==> config.mk <==
export PLATFORM = sky130hd
export DESIGN_NAME = note_player
export DESIGN_NICKNAME = d
export VERILOG_FILES = /design/src/rtl/note_player_pkg.sv /design/src/rtl/note_player_counter.sv /design/src/rtl/note_player.sv
export SDC_FILE = /design/constraint.sdc
export NUM_CORES = 1
export LEC_CHECK = 0
export ABC_AREA = 1
export CAP_MARGIN = 0
export CORE_MARGIN = 4
export CORE_UTILIZATION = 45
export DETAILED_ROUTE_END_ITERATION = 12
export PLACE_DENSITY = 0.84
export SETUP_SLACK_MARGIN = 0.4
export SLEW_MARGIN = 20
export SYNTH_ARGS = -nofsm -noshare
export SYNTH_HDL_FRONTEND = slang
export SYNTH_SLANG_ARGS = --single-unit
==> constraint.sdc <==
create_clock -name clk -period 1.5 [get_ports clk]
set_clock_uncertainty 0.05 [all_clocks]
set_input_delay 0.3 -clock clk [delete_from_list [all_inputs] [get_ports clk]]
set_output_delay 0.3 -clock clk [all_outputs]
set_load 0.03 [all_outputs]
==> src/rtl/note_player_pkg.sv <==
// rtl/note_player_pkg.sv - shared state encodings and width default for note_player
package note_player_pkg;

  localparam int PERIOD_W_DEFAULT = 8;

  // One-hot state encodings; all-zero is the reset state
  typedef enum logic [3:0] {
    STATE_RESET     = 4'b0000,
    STATE_LOAD_HIGH = 4'b1000,
    STATE_WAIT_HIGH = 4'b0100,
    STATE_LOAD_LOW  = 4'b0010,
    STATE_WAIT_LOW  = 4'b0001
  } state_e;

endpackage

==> src/rtl/note_player_counter.sv <==
// rtl/note_player_counter.sv - loadable down-counter that saturates at zero
module note_player_counter
  import note_player_pkg::*;
#(
  parameter int PERIOD_W = PERIOD_W_DEFAULT
) (
  input  logic                clk,
  input  logic                rst_n,
  input  logic                load,
  input  logic                dec,
  input  logic [PERIOD_W-1:0] din,
  output logic [PERIOD_W-1:0] count,
  output logic                zero
);

  localparam logic [PERIOD_W-1:0] ONE = PERIOD_W'(1);

  assign zero = (count == '0);

  // Decrement is gated on !zero so a long wait can never wrap
  always_ff @(posedge clk or negedge rst_n) begin
    if (!rst_n) begin
      count <= '0;
    end else if (load) begin
      count <= din;
    end else if (dec && !zero) begin
      count <= count - ONE;
    end
  end

endmodule

==> src/rtl/note_player.sv <==
// rtl/note_player.sv - square-wave tone generator; NOTE_PLAYER_REST_EN makes period 0 a rest
module note_player
  import note_player_pkg::*;
#(
  parameter int PERIOD_W = PERIOD_W_DEFAULT
) (
  input  logic                clk,
  input  logic                rst,
  input  logic [PERIOD_W-1:0] period,
  output logic [3:0]          state,
  output logic                note
);

  state_e                state_q;
  state_e                state_d;
  logic                  load;
  logic                  dec;
  logic                  zero;
  logic [PERIOD_W-1:0]   count_unused;
  logic                  note_raw;

  note_player_counter #(
    .PERIOD_W (PERIOD_W)
  ) u_counter (
    .clk   (clk),
    .rst_n (rst),
    .load  (load),
    .dec   (dec),
    .din   (period),
    .count (count_unused),
    .zero  (zero)
  );

  always_ff @(posedge clk or negedge rst) begin
    if (!rst) begin
      state_q <= STATE_RESET;
    end else begin
      state_q <= state_d;
    end
  end

  // Non-one-hot encodings fall through to default and recover via RESET
  always_comb begin
    state_d = STATE_RESET;
    load    = 1'b0;
    dec     = 1'b0;
    case (state_q)
      STATE_RESET:     state_d = STATE_LOAD_HIGH;
      STATE_LOAD_HIGH: begin
        load    = 1'b1;
        state_d = STATE_WAIT_HIGH;
      end
      STATE_WAIT_HIGH: begin
        dec     = 1'b1;
        state_d = zero ? STATE_LOAD_LOW : STATE_WAIT_HIGH;
      end
      STATE_LOAD_LOW:  begin
        load    = 1'b1;
        state_d = STATE_WAIT_LOW;
      end
      STATE_WAIT_LOW:  begin
        dec     = 1'b1;
        state_d = zero ? STATE_LOAD_HIGH : STATE_WAIT_LOW;
      end
      default:         state_d = STATE_RESET;
    endcase
  end

  assign state    = state_q;
  assign note_raw = (state_q == STATE_LOAD_HIGH) || (state_q == STATE_WAIT_HIGH);

`ifdef NOTE_PLAYER_REST_EN
  logic [PERIOD_W-1:0] period_q;

  always_ff @(posedge clk or negedge rst) begin
    if (!rst) begin
      period_q <= '0;
    end else if (load) begin
      period_q <= period;
    end
  end

  assign note = note_raw && (period_q != '0);
`else
  assign note = note_raw;
`endif

endmodule

=== Word-level counts from Yosys, hierarchy flattened ===
Index checks and enable logic that the tools add are counted.

* Input bits: 10
* Flip-flop bits (word level): 12
* Logic and storage cells: 22

* Reduce and logical (&&, ||, !) cells: 8
* Add/subtract/negate cells: 1
* Equal/unequal tests: 4
* Multiplexer cells: 7

{| class="wikitable"
|+ Operator list
! operator !! count
|-
| $pmux W4 S5 || 1
|-
| $mux W8 || 2
|-
| $logic_not A8 Y1 || 1
|-
| $sub A8 B1 Y8 const B || 1
|-
| $eq A4 B1 Y1 const B || 1
|-
| $eq A4 B2 Y1 const B || 1
|-
| $eq A4 B3 Y1 const B || 1
|-
| $eq A4 B4 Y1 const B || 1
|-
| $logic_not A4 Y1 || 1
|-
| $mux W4 || 1
|-
| $reduce_or A2 Y1 || 2
|-
| $mux W3 || 1
|-
| $mux W1 || 2
|-
| $reduce_bool A2 Y1 || 1
|-
| $logic_and A1 B1 Y1 || 1
|-
| $logic_not A1 Y1 || 1
|-
| $logic_or A1 B1 Y1 || 1
|}

=== Logic depth before layout (Yosys ltp) ===
* Depth after elaboration: 6
* Depth in mapped cells: 11
* Mapped depth without buffers: 11

=== Hierarchy ===
From an unflattened synthesis, not the netlist that was laid out.

* Cells, all modules: 119
* Area, all modules: 798.3 sq um

{| class="wikitable"
|+ By module, submodules not included
! module !! instances !! cells an instance !! sequential area each (sq um) !! area each (sq um)
|-
| note_player_counter || 1 || 93 || 200.2 || 596.8
|-
| note_player || 1 || 26 || 100.1 || 201.4
|}

=== Worst setup path after synthesis ===
No wires, ideal clock.

* Path kind: flip-flop to flip-flop
* From: reg u_counter.count[0]
* To: reg u_counter.count[2]
* Buffers on the path: 1
* Stages on the path, launching flop included: 11
* Setup time: 0.118 ns
* Required time: 1.332 ns
* Clock period less this slack: 1.474 ns
* Data arrival time: 1.306 ns
* Slack: 0.026 ns
* Cells stage by stage: dfrtp_1 -> inv_1 -> ha_1 -> inv_1 -> nor3_1 -> nand2_1 -> nand2_2 -> nand2_4 -> buf_12 -> nand2_1 -> o21ai_2

* Word-level cells in the longest chain between the ends: 4

{| class="wikitable"
|+ RTL lines
! what !! line !! RTL
|-
| start: declaration || note_player_counter.sv:12 || <nowiki>output logic [PERIOD_W-1:0] count,</nowiki>
|-
| start signal: assignment || note_player_counter.sv:25 || <nowiki>count <= din;</nowiki>
|-
| start signal: assignment || note_player_counter.sv:27 || <nowiki>count <= count - ONE;</nowiki>
|-
| branches (longest 4 deep; another with $sub A8 B1 Y8) || - ||
|}

Several ways; the timed one is not identified. The select of a mux whose other input is x is not followed.
A chain may end at the register's enable or synchronous reset.

=== Final worst setup path ===
* From: reg state_q[1] (netlist: state[1])
* To: out note

* Word-level cells in the longest chain between the ends: 2

{| class="wikitable"
|+ RTL lines
! what !! line !! RTL
|-
| start: declaration || note_player.sv:14 || <nowiki>state_e state_q;</nowiki>
|-
| start signal: assignment || note_player.sv:38 || <nowiki>state_q <= state_d;</nowiki>
|-
| $eq A4 B4 Y1 / $eq A4 B3 Y1 (equally long branches) || note_player.sv:70 || <nowiki>assign note_raw = (state_q == STATE_LOAD_HIGH) || (state_q == STATE_WAIT_HIGH);</nowiki>
|-
| $logic_or A1 B1 Y1 * || note_player.sv:70 ||
|-
| end: declaration || note_player.sv:11 || <nowiki>output logic note</nowiki>
|}

Every way passes the cells marked *; elsewhere a longest branch is shown, timed or not.

==> metrics.yaml <==
cp_data_required_time_ns: 1.15
core_um2: 1750
combPwrFrac_pct: 70.7
p_sw_share_pct: 49.0
ys_seq_area_share_pct: 36.0
critPathCaptureType: "output port"
wire_per_inst_um: 13.2
antenna_found_initial: 0
ys_warn_count: 0
cts_buffers: 3
hp-class: "input pin to asynchronous set/reset pin"
drc: 0
synthXorXnorAreaFrac_pct: 0
antennaDiodeCount: 0
regToRegEndpoint: "u_counter.count[6]"
synth_fa_ha_area_share_pct: 1.50
cts_buffer_depth: 2
dpl_cell_area_um2: 1050
syn_inst: 122
antenna_left: 0
startpoint_type: "flop"
clock_sinks: 12
root_buffer: "clkbuf_4"
relSlewSlack_pct: 82.8
htreeDepth: 1
p_per_area_nw_per_um2: 2380
place_congestion: 0.880
area_growth_syn_to_layout_pct: 55.6
grt_pass1_vias: 857
rows: 15
clockPowerShare_pct: 8.6
grt_util_all_layers_pct: 19.2
wl_um: 2380
cap_violations: 0
synthDistinctLibCells: 18
hpwl_um: 1420
drive_above_1_share_pct: 43.9
finalHoldViolCount: 0
synth_ff_type: "dfrtp_1"
port_buffers: 14
synth_top_family_by_area: "simple AND/OR/NAND/NOR gates"
finalNetCount: 167
setup_violations: 5
vias: 886
worst-setup-path-type: "flop to output port"
p_switching_mw: 1.51
grt_overflow: 0
firstDrtPassIters: 5
avgSynthCellArea_um2: 6.83
intPower_mw: 1.57
grt_pass1_wl_um: 3730
ys_seq_elements: 12
final_common_cell: "nand2_1"
slew_viol_final: 0
die_area_um2: 2600
fin_crit_sh_pct: 105
muxShareOfSynthArea_pct: 0
worst_slew_pin_slew_ns: 0.258
crit_path_end: "note"
holdWs_ns: 0.274
die_width_um: 51.0
cp.arrival_ns: 1.23
start_util_pct: 47.7
p_seq_share_pct: 20.7
synth_fp_nets: 133
mostFrequentLayoutCells: "38 x nand2_1, 12 x buf_4, 10 x inv_1"
synthArstFlopShare_pct: 100
fmax_mhz: 633
violations: "negative setup slack"
startpoint: "state[1]"
fin_crit_ns: 1.58
drtIter0Drc: 14
viasPerCell: 4.92
pre_cts_ws_ns: -0.00239
synth_compound_area_share_pct: 10.4
io-pin-count: 15
status: "finished, violations left"
synth_edf_count: 0
power.total_mw: 3.09
grt_max_degree: 13
die_h_um: 51.0
fin_area_um2: 1300
insertion_delay_ns: 0.27
cts_tree: "built"
rrSetupSlack_ns: -0.02
ir_drop_mv: 1.51
synthSimpleGateAreaFrac_pct: 39.8
reg2regPathDepth: 8
finish.utilization_pct: 74.3
syn-cell-area_um2: 833
p_leak_nw: 0.635
crit-reg2reg-launch: "state[3]"
setup_slack_ns: -0.0791
cp_max_fo: 2
rsz0062_at_grt: "true"
clk_pin_slew_ns: 0.08
[kinds of logic after synthesis]
| group | count (synthesis) |
|---|---|
| and+or+nand+nor | 74 |
| buffers and inverters | 21 |
| AOI/OAI and AO/OA | 14 |
| DFF | 12 |
| adders and majority gates | 1 |
[cell usage after synthesis, types with 2 or more instances]
library cell / instances / area (um2)
nor2_2: 2 / 12.5
nand2_2: 3 / 18.8
nand3_1: 10 / 50.1
nor2_1: 11 / 41.3
nand3_2: 2 / 20.0
inv_2: 2 / 7.51
o21ai_2: 4 / 35.0
o21ai_0: 9 / 45.0
nand2_1: 43 / 161
inv_1: 17 / 63.8
dfrtp_1: 12 / 300
[registers in the layout (all words and copies together), names as in the netlist]
name,flops
state,4
u_counter.count,8
[worst min-delay path by stage]
stage,start,end,slack [ns]
after detailed placement,u_counter.count[6],u_counter.count[6],0.44
after global routing,rst,u_counter.count[7],0.28
after CTS,rst,state[2],0.27
final,rst,u_counter.count[7],0.27
after floorplan,rst,state[0],-0.05
after global placement,u_counter.count[6],u_counter.count[6],0.43
[critical path, cell delays in order (launching register included)]
cell and delay (ns):
dfrtp_2 0.43, nor2_4 0.13, nand3_2 0.08, buf_6 0.13, nand2_2 0.05, buf_6 0.13
[power by group through the flow]
stage / logic (mW) / registers [mW] / clock network [mW]
6_report: 2.18 / 0.639 / 0.266
5_1_grt: 2.38 / 0.655 / 0.291
4_1_cts: 1.98 / 0.608 / 0.268
3_5_place_dp: 1.57 / 0.617 / 0
3_3_place_gp: 1.52 / 0.608 / 0
2_1_floorplan: 1.21 / 0.643 / 0
[through the flow]
stage          TNS [ns]  std cells
2_1_floorplan         0        122
3_3_place_gp          0        164
3_5_place_dp   -0.00239        164
4_1_cts         -0.0703        177
5_1_grt          -0.842        180
6_report         -0.123        180
[per-layer routing]
layer | share of wire (%) | global-route usage (%) | vias to the layer above
met5 | 0 | 0 | -
met4 | 0.80 | 6.73 | 0
met3 | 3.1 | 3.50 | 4
met2 | 56 | 35.0 | 25
met1 | 40 | 22.2 | 413
li1 | - | - | 444
[final cells by class]
| class | count | area, um2 |
|---|---|---|
| multi-input combinational | 90 | 546 |
| fill | 130 | 449 |
| sequential | 12 | 305 |
| timing repair buffer | 30 | 299 |
| inverter | 19 | 78.8 |
| clock buffer | 4 | 36.3 |
| tap | 25 | 31.3 |
[repair_timing]
action / 4_1_cts / 5_1_grt
setup buffers: 8 / 3
resized for setup: 35 / 22
endpoints found under the setup margin: 17 / 17
gates cloned: 1 / 0
pin swaps: 10 / 0
hold buffers: 0 / 0
(Power assumes the default switching activity.)
